`src/rtl/ib_port_serializer.sv`:
```
// Frame-to-beat serializer: accepts up to PORT_NUM parallel words per frame
// and emits them one per cycle, port 0 first, on a single write port.
module ib_port_serializer #(
  parameter int unsigned DATA_W   = 32,
  parameter int unsigned PORT_NUM = 3,
  parameter int unsigned IDX_W    = 2
) (
  input  logic                       ram_clk,
  input  logic                       rst,
  input  logic                       en,
  input  logic                       in_valid,
  output logic                       in_ready,
  input  logic [PORT_NUM*DATA_W-1:0] in_ports,
  input  logic [IDX_W-1:0]           in_len,
  output logic [DATA_W-1:0]          port_out,
  output logic                       out_valid,
  output logic [IDX_W-1:0]           out_idx,
  output logic                       out_last
);

  localparam int unsigned BUF_W = PORT_NUM * DATA_W;
  localparam logic [IDX_W-1:0] MAX_LEN = IDX_W'(PORT_NUM);
  localparam logic [IDX_W-1:0] ONE     = IDX_W'(1);

  typedef enum logic {
    IDLE  = 1'b0,
    SHIFT = 1'b1
  } state_t;

  state_t               state_q, state_d;
  logic [BUF_W-1:0]     buf_q, buf_d;
  logic [IDX_W-1:0]     len_q, len_d;
  logic [IDX_W-1:0]     idx_q, idx_d;
  logic [DATA_W-1:0]    port_q, port_d;
  logic                 valid_q, valid_d;
  logic                 last_q, last_d;

  logic                 accept;
  logic [IDX_W-1:0]     eff_len;
  logic [IDX_W-1:0]     nxt_idx;
  logic [DATA_W-1:0]    nxt_word;

  // Ready only depends on registered state (and reset/enable), never on in_valid.
  assign in_ready = !rst && en && ((state_q == IDLE) || last_q);
  assign accept   = in_valid && in_ready;

  // Zero or oversize lengths mean a full-width frame.
  assign eff_len = ((in_len == '0) || (in_len > MAX_LEN)) ? MAX_LEN : in_len;
  assign nxt_idx = idx_q + ONE;

  // Select the buffered word for the next beat.
  always_comb begin
    nxt_word = '0;
    for (int k = 0; k < int'(PORT_NUM); k++) begin
      if (nxt_idx == IDX_W'(k)) begin
        nxt_word = buf_q[k*DATA_W +: DATA_W];
      end
    end
  end

  // Next-state and next-output logic.
  always_comb begin
    state_d = state_q;
    buf_d   = buf_q;
    len_d   = len_q;
    idx_d   = idx_q;
    port_d  = port_q;
    valid_d = valid_q;
    last_d  = last_q;

    if (!en) begin
      state_d = IDLE;
      idx_d   = '0;
      port_d  = '0;
      valid_d = 1'b0;
      last_d  = 1'b0;
    end else if (accept) begin
      state_d = SHIFT;
      buf_d   = in_ports;
      len_d   = eff_len;
      idx_d   = '0;
      port_d  = in_ports[DATA_W-1:0];
      valid_d = 1'b1;
      last_d  = (eff_len == ONE);
    end else if (state_q == SHIFT) begin
      if (last_q) begin
        state_d = IDLE;
        idx_d   = '0;
        port_d  = '0;
        valid_d = 1'b0;
        last_d  = 1'b0;
      end else begin
        idx_d   = nxt_idx;
        port_d  = nxt_word;
        last_d  = (nxt_idx == (len_q - ONE));
      end
    end
  end

  always_ff @(posedge ram_clk or posedge rst) begin
    if (rst) begin
      state_q <= IDLE;
      buf_q   <= '0;
      len_q   <= '0;
      idx_q   <= '0;
      port_q  <= '0;
      valid_q <= 1'b0;
      last_q  <= 1'b0;
    end else begin
      state_q <= state_d;
      buf_q   <= buf_d;
      len_q   <= len_d;
      idx_q   <= idx_d;
      port_q  <= port_d;
      valid_q <= valid_d;
      last_q  <= last_d;
    end
  end

  assign port_out  = port_q;
  assign out_valid = valid_q;
  assign out_idx   = idx_q;
  assign out_last  = last_q;

endmodule

```
`config.mk`:
```
export PLATFORM = sky130hd
export DESIGN_NAME = ib_port_serializer
export DESIGN_NICKNAME = d
export VERILOG_FILES = /design/src/rtl/ib_port_serializer.sv
export SDC_FILE = /design/constraint.sdc
export NUM_CORES = 1
export LEC_CHECK = 0
export CORE_MARGIN = 3
export CORE_UTILIZATION = 25
export CTS_BUF_LIST = sky130_fd_sc_hd__clkbuf_8
export DETAILED_ROUTE_END_ITERATION = 6
export HOLD_SLACK_MARGIN = 0.02
export SETUP_SLACK_MARGIN = 0.2
export SYNTH_ARGS = -nofsm -noshare
export SYNTH_HDL_FRONTEND = slang
export SYNTH_SLANG_ARGS = --single-unit
```
`constraint.sdc`:
```
create_clock -name ram_clk -period 4 [get_ports ram_clk]
set_clock_uncertainty 0.2 [all_clocks]
set_input_delay 0.4 -clock ram_clk [delete_from_list [all_inputs] [get_ports ram_clk]]
set_output_delay 0.4 -clock ram_clk [all_outputs]
set_load 0.005 [all_outputs]
```
==> results of run 1 <==
-- area by class of cell --
cell class / instances / share of cell area
tap: 319 / 0.0491
multi-input combinational: 316 / 0.303
clock buffer: 21 / 0.0356
sequential: 135 / 0.416
clock inverter: 11 / 0.0151
inverter: 4 / 0.00231
timing repair buffer: 146 / 0.179
-- stage by stage --
stage / util / std cells / hold slack (ns) / setup slack (ns)
after floorplan: - / 494 / 0.271 / 0.133
after global placement: 0.326 / 920 / 0.282 / 1.20
after detailed placement: 0.326 / 920 / 0.286 / 1.13
after CTS: 0.343 / 952 / 0.0418 / 1.24
after global routing: 0.343 / 952 / 0.0434 / 1.04
final: 0.343 / 952 / 0.0803 / 1.27
-- kinds of logic after synthesis --
family	count (synthesis)	share of synthesized area
mux	97	0.179
fa+ha+maj	3	0.00617
flops	135	0.555
xor+xnor	1	0.00144
simple gates	114	0.103
buf+inv	43	0.0417
compound gates	101	0.114
-- registers in the layout (all words and copies together) (netlist names) --
name	cells
state_q	1
out_idx	2
len_q	2
out_valid	1
out_last	1
port_out	32
buf_q	96
-- cell usage after synthesis --
master / n / area [µm²]
dfrtp_1: 135 / 3380
mux2_2: 97 / 1090
a221o_1: 32 / 320
nand2_1: 32 / 120
a21oi_1: 31 / 155
nand2b_1: 29 / 181
o21ai_0: 29 / 145
and3_1: 28 / 175
clkbuf_1: 17 / 63.8
buf_6: 11 / 124
buf_2: 8 / 40.0
nor2b_1: 8 / 50.1
a221oi_1: 5 / 43.8
nor2_1: 5 / 18.8
nor3_1: 5 / 25.0
inv_1: 4 / 15.0
and2_1: 3 / 18.8
buf_1: 3 / 11.3
ha_1: 3 / 37.5
nand3b_1: 2 / 15.0
o211ai_1: 2 / 15.0
a21boi_0: 1 / 7.51
a31oi_1: 1 / 6.26
and4_4: 1 / 11.3
nand2b_2: 1 / 8.76
xor2_1: 1 / 8.76
-- worst max-delay path: stages (launching register included) --
cell	delay (ns)
dfrtp_1	0.49
ha_1	0.69
buf_4	0.35
nor2b_1	0.42
a221oi_1	0.14
nor3_1	0.24
a221o_1	0.13
-- layer usage --
metal / share of wire / GRT usage / wire length [µm]
met4: 0.0092 / 0.0314 / 140
met3: 0.059 / 0.0449 / 895
met5: 0 / 0 / 0
met1: 0.47 / 0.157 / 7090
met2: 0.47 / 0.185 / 7120
-- worst min-delay path by stage --
stage	startpoint	endpoint	slack (ns)	cells after the start
floorplan	buf_q[86]	buf_q[86]	0.27	1
global placement	buf_q[86]	buf_q[86]	0.28	1
detailed placement	buf_q[83]	buf_q[83]	0.29	1
CTS	rst	len_q[1]	0.04	2
global route	rst	port_out[0]	0.04	2
finish	rst	out_idx[0]	0.08	2
-- power by group through the flow --
stage | Sequential, mW | Clock [mW] | Combinational, mW
4_1_cts | 1.76 | 1.22 | 0.690
2_1_floorplan | 1.75 | 0 | 0.439
6_report | 1.76 | 1.16 | 0.676
3_3_place_gp | 1.78 | 0 | 0.675
5_1_grt | 1.80 | 1.28 | 0.751
3_5_place_dp | 1.79 | 0 | 0.689
==> summary.txt, run 1 <==
Clock tree
  • Max H-tree Level: 4
  • Cts hold-fix bufs: 0
  • Num CTS Buffers: 17
  • Worst skew pair latency: 0.44 ns
  • CTS clk-pin slew, worst paths: 0.08 ns
  • CTS resizes: 0
  • TritonCTS clock tree: yes
  • # Post-CTS Setup Buffers: 0
  • Root Buffer: clkbuf_8
  • Clock sink count: 135
  • Clock Tree Buf Depth: 2

Timing
  • Slew Limit Fails: 0
  • Worst-margin pin slew: 0.898 ns
  • RSZ-0062 raised after global routing: no
  • Setup Viol. Count Final: 0
  • Fin Setup TNS: 0 ns
  • Max Freq: between 0.3 and 0.4 GHz
  • Final min period: 2.73 ns
  • Slew HR: 0.401
  • Period utilisation layout: 0.682
  • Final Hold Viols: 0

Status
  • Status: finished, final reports clean

Die
  • Row count: 56
  • CORE AREA: 0.0237 mm²
  • Initial Util: 0.257
  • Chip Width: 162 µm
  • IO Pins: ~140
  • Die Y-Extent: 162 µm
  • Die area: 0.0263 mm²

Power
  • Internal power: approximately 2.7 mW
  • Combinational share of power: 0.188
  • NetSw: 0.923 mW
  • Leak Pwr: 3.29 nW
  • Power per cell area: 443 mW/mm²
  • Sequential Power Share: 0.489
  • VDD IR-drop max: approximately 150 µV
  • Clock power frac: 0.323
  • Power after layout: 3.60 mW
  • Switching Share: 0.256

Cells and area
  • Seq. cell area: around 0.0034 mm²
  • Final std cell area, no fill: 0.00812 mm²
  • Area growth syn-to-layout: 33.4%
  • Fillers: 2434
  • Share of cells above drive strength 1: 0.226
  • Commonest non-fill, non-tap cell in the layout: clkdlybuf4s50_1
  • Area of the multi-input gates: 0.00246 mm²
  • Most frequent cells in the layout: clkdlybuf4s50_1 (138), dfrtp_1 (135), mux2_2 (97)
  • Diode count: 0
  • Post-layout net count: ~730

Worst setup path
  • Data arrival time of the critical path: 2.90 ns
  • Startpoint types: flip-flop
  • Worst setup EP type: flip-flop
  • Critical Path RT: 4.17 ns
  • CP Max Fanout: 15
  • CP Class: flip-flop to flip-flop
  • Worst setup startpoint: out_idx[0]
  • Worst R2R Path Depth: 6
  • R2r endpoint: port_out[27]
  • Critical Path Sink: port_out[27]
  • FF-to-FF Start: out_idx[0]
  • Setup slack, reg-to-reg: 1.27 ns

Yosys
  • Syn Nets: between 500 and 600
  • YS warnings: 0
  • Synth Register Bits: 135
  • Sequential-to-total area share from yosys stat: 0.555
  • Syn avg cell area: 12.3 µm²
  • Cells after synthesis: 494
  • Mapped cell area: between 0.006 and 0.007 mm²
  • Count of cell types in the netlist: 26

Routing
  • TritonRoute pass-1 iters: 5
  • Post-route ant nets: 0
  • Post-DR wirelength/cell: between 15 and 20 µm
  • Initial DRC count: 176
  • Vias/cell: approximately 4.5
  • Via count: ~4300
  • Drt drc: 0
  • Total Wirelength: 15200 µm

Worst hold path
  • Hold crit path type: input pin to asynchronous set/reset pin

Global route
  • Largest net degree at the start of global routing: 72
  • First-pass GRT wire length: 24700 µm
  • Initial antenna violation count: 0
  • Vias in the first global route: 4496
  • Grt ovf: 0
  • Overall routing resource usage: 0.119

Placed design
  • Port Buffers: 138
  • Placed cell area: around 0.0077 mm²
  • GP Congestion: 0.705
  • Dpl hpwl: 9810 µm

Run
  • Max_cap viols: 0
(Power assumes the default switching activity.)
==> inputs of run 2 (changes only) <==
- clock period: 4 -> 2.9 ns (I/O delays scaled with it)
==> summary.txt, run 2 (same netlist as run 1, synthesis figures left out) <==
Status
  • Status: finished, final reports clean

Routing
  • Metal3 WL: 924 µm (+3.2%)
  • TritonRoute pass-1 iters: 4 (-1)
  • Drt drc: 0 (unchanged)
  • Post-DR wirelength/cell: 16.2 µm (+0.87%)
  • Initial DRC count: 209 (+19%)
  • Top layer used by detailed routing: met4
  • DR WL met2: 7260 µm (+2.0%)
  • Vias/cell: 4.52 (-0.47%)
  • Total Wirelength: 15500 µm (+1.5%)
  • Post-route ant nets: 0 (unchanged)
  • Met1 wire length: 7120 µm (+0.39%)
  • Via count: 4327 (+0.16%)

Global route
  • First-pass GRT wire length: 24600 µm (-0.36%)
  • Grt ovf: 0 (unchanged)
  • Overall routing resource usage: 0.118 (-0.000818)
  • Initial antenna violation count: 0 (unchanged)
  • Vias in the first global route: 4449 (-1.0%)
  • Largest net degree at the start of global routing: 60 (-17%)

Clock tree
  • Clock Tree Buf Depth: 2 (unchanged)
  • Worst skew pair latency: 0.44 ns (about the same)
  • Clock sink count: 135 (unchanged)
  • Root Buffer: clkbuf_8
  • Num CTS Buffers: 17 (unchanged)
  • # Post-CTS Setup Buffers: 0 (unchanged)
  • CTS resizes: 0 (unchanged)
  • TritonCTS clock tree: yes
  • Cts hold-fix bufs: 0 (unchanged)
  • Max H-tree Level: 4 (unchanged)
  • CTS clk-pin slew, worst paths: 0.08 ns (about the same)

Timing
  • RSZ-0062 raised after global routing: no
  • Final setup margin: 0.493 ns (-0.778 ns)
  • Final Hold Viols: 0 (unchanged)
  • Setup Viol. Count Final: 0 (unchanged)
  • Slew HR: 0.268 (-0.133)
  • Slew Limit Fails: 0 (unchanged)
  • Worst-margin pin slew: 1.10 ns (+0.200 ns)
  • Final min period: 2.41 ns (-0.322 ns)
  • Period utilisation layout: 0.830 (+0.148)
  • Max Freq: 0.415 GHz (+13%)

Power
  • Power per cell area: 640 mW/mm² (+44%)
  • VDD IR-drop max: 294 µV (+93%)
  • Leak Pwr: 3.37 nW (+2.4%)
  • Power after layout: 5.30 mW (+47%)

Cells and area
  • Most frequent cells in the layout: clkdlybuf4s50_1 (138), dfrtp_1 (135), mux2_2 (97)
  • Post-layout util: 0.350 (+0.00660)
  • Largest register by flop count: buf_q
  • Commonest non-fill, non-tap cell in the layout: clkdlybuf4s50_1
  • Share of cells above drive strength 1: 0.233 (+0.00727)
  • Seq. cell area: 0.00338 mm² (unchanged)
  • Post-layout net count: 731 (+0.83%)
  • Fillers: 2391 (-1.8%)
  • Count of non-filler cells in the finished layout: 958 (+0.63%)
  • Diode count: 0 (unchanged)
  • Area growth syn-to-layout: 36.0%
  • Area of the multi-input gates: 0.00246 mm² (+0.10%)
  • Max reg flops: 96 (unchanged)

Die
  • Die area: 0.0263 mm² (unchanged)
  • Chip Width: 162 µm (unchanged)
  • Initial Util: 0.257 (unchanged)
  • CORE AREA: 0.0237 mm² (unchanged)
  • Die Y-Extent: 162 µm (unchanged)
  • IO Pins: 139 (unchanged)
  • Row count: 56 (unchanged)

Worst setup path
  • Critical Path RT: 3.07 ns (-1.10 ns)
  • Worst setup EP type: flip-flop
  • CP Max Fanout: 28 (+13)
  • CP Class: flip-flop to flip-flop
  • Startpoint types: flip-flop
  • Data arrival time of the critical path: 2.58 ns (-0.32 ns)

Placed design
  • GP Congestion: 0.740 (+4.9%)
  • Port Buffers: 138 (unchanged)
  • Placed Cells: 926 (+0.65%)
  • Dpl hpwl: 10400 µm (+6.5%)
  • Pre-CTS setup slack: 0.344 ns (-0.790 ns)

Worst hold path
  • Hold crit path type: input pin to asynchronous set/reset pin

Run
  • Max_cap viols: 0 (unchanged)
## run 2: cell count changes in the layout (fill, tap and decap cells not counted), sizes merged
cell | previous run | this run
buf | 8 | 14
bufinv | 2 | 6
clkbuf | 21 | 17
clkinv | 5 | 3
clkinvlp | 5 | 2
inv | 3 | 8
## run 2: area by class of cell
cell class,count,share of cell area
sequential,135,0.408
multi-input combinational,316,0.298
tap,319,0.0482
timing repair buffer,152,0.186
clock buffer,17,0.0283
clock inverter,15,0.0301
inverter,4,0.00227
## run 2: final timing paths
path | from | endpoint | slack [ns] | cells past startpoint
worst max register to register | out_idx[0] | port_out[27] | 0.49 | 5
worst min register to register | buf_q[73] | buf_q[73] | 0.30 | 1
worst max-delay path | out_idx[0] | port_out[27] | 0.49 | 5
min in group ram_clk | in_len[1] | len_q[0] | 0.25 | 2
worst min-delay path | rst | state_q | 0.21 | 3
max in group asynchronous | rst | buf_q[47] | 1.37 | 4
## run 2: per-layer routing
| layer | vias up | GRT usage |
|---|---|---|
| li1 | 2054 | - |
| met1 | 2153 | 0.153 |
| met2 | 109 | 0.190 |
| met3 | 11 | 0.0385 |
| met4 | 0 | 0.0353 |
| met5 | - | 0 |
## run 2: report_power, final
part	internal (mW)	switching, mW	leakage [nW]	total (mW)
clock network	1.12	0.790	0.243	1.91
registers	2.24	0.192	1.66	2.44
logic	0.611	0.340	1.46	0.951
## run 2: worst max-delay path, cell delays in order (launching register included)
cell and delay [ns]:
dfrtp_1 0.51, ha_2 0.74, nor2b_1 0.43, a221oi_1 0.13, nor3_1 0.20, a221o_1 0.13
## run 2: through the flow
step           instance area [µm²]  hold WS [ns]  setup TNS, ns
5_1_grt                       8280         0.207              0
4_1_cts                       8280         0.196              0
3_5_place_dp                  7800         0.287              0
2_1_floorplan                 6100         0.186        -101.74
6_report                      8280         0.209              0
3_3_place_gp                  7800         0.283              0
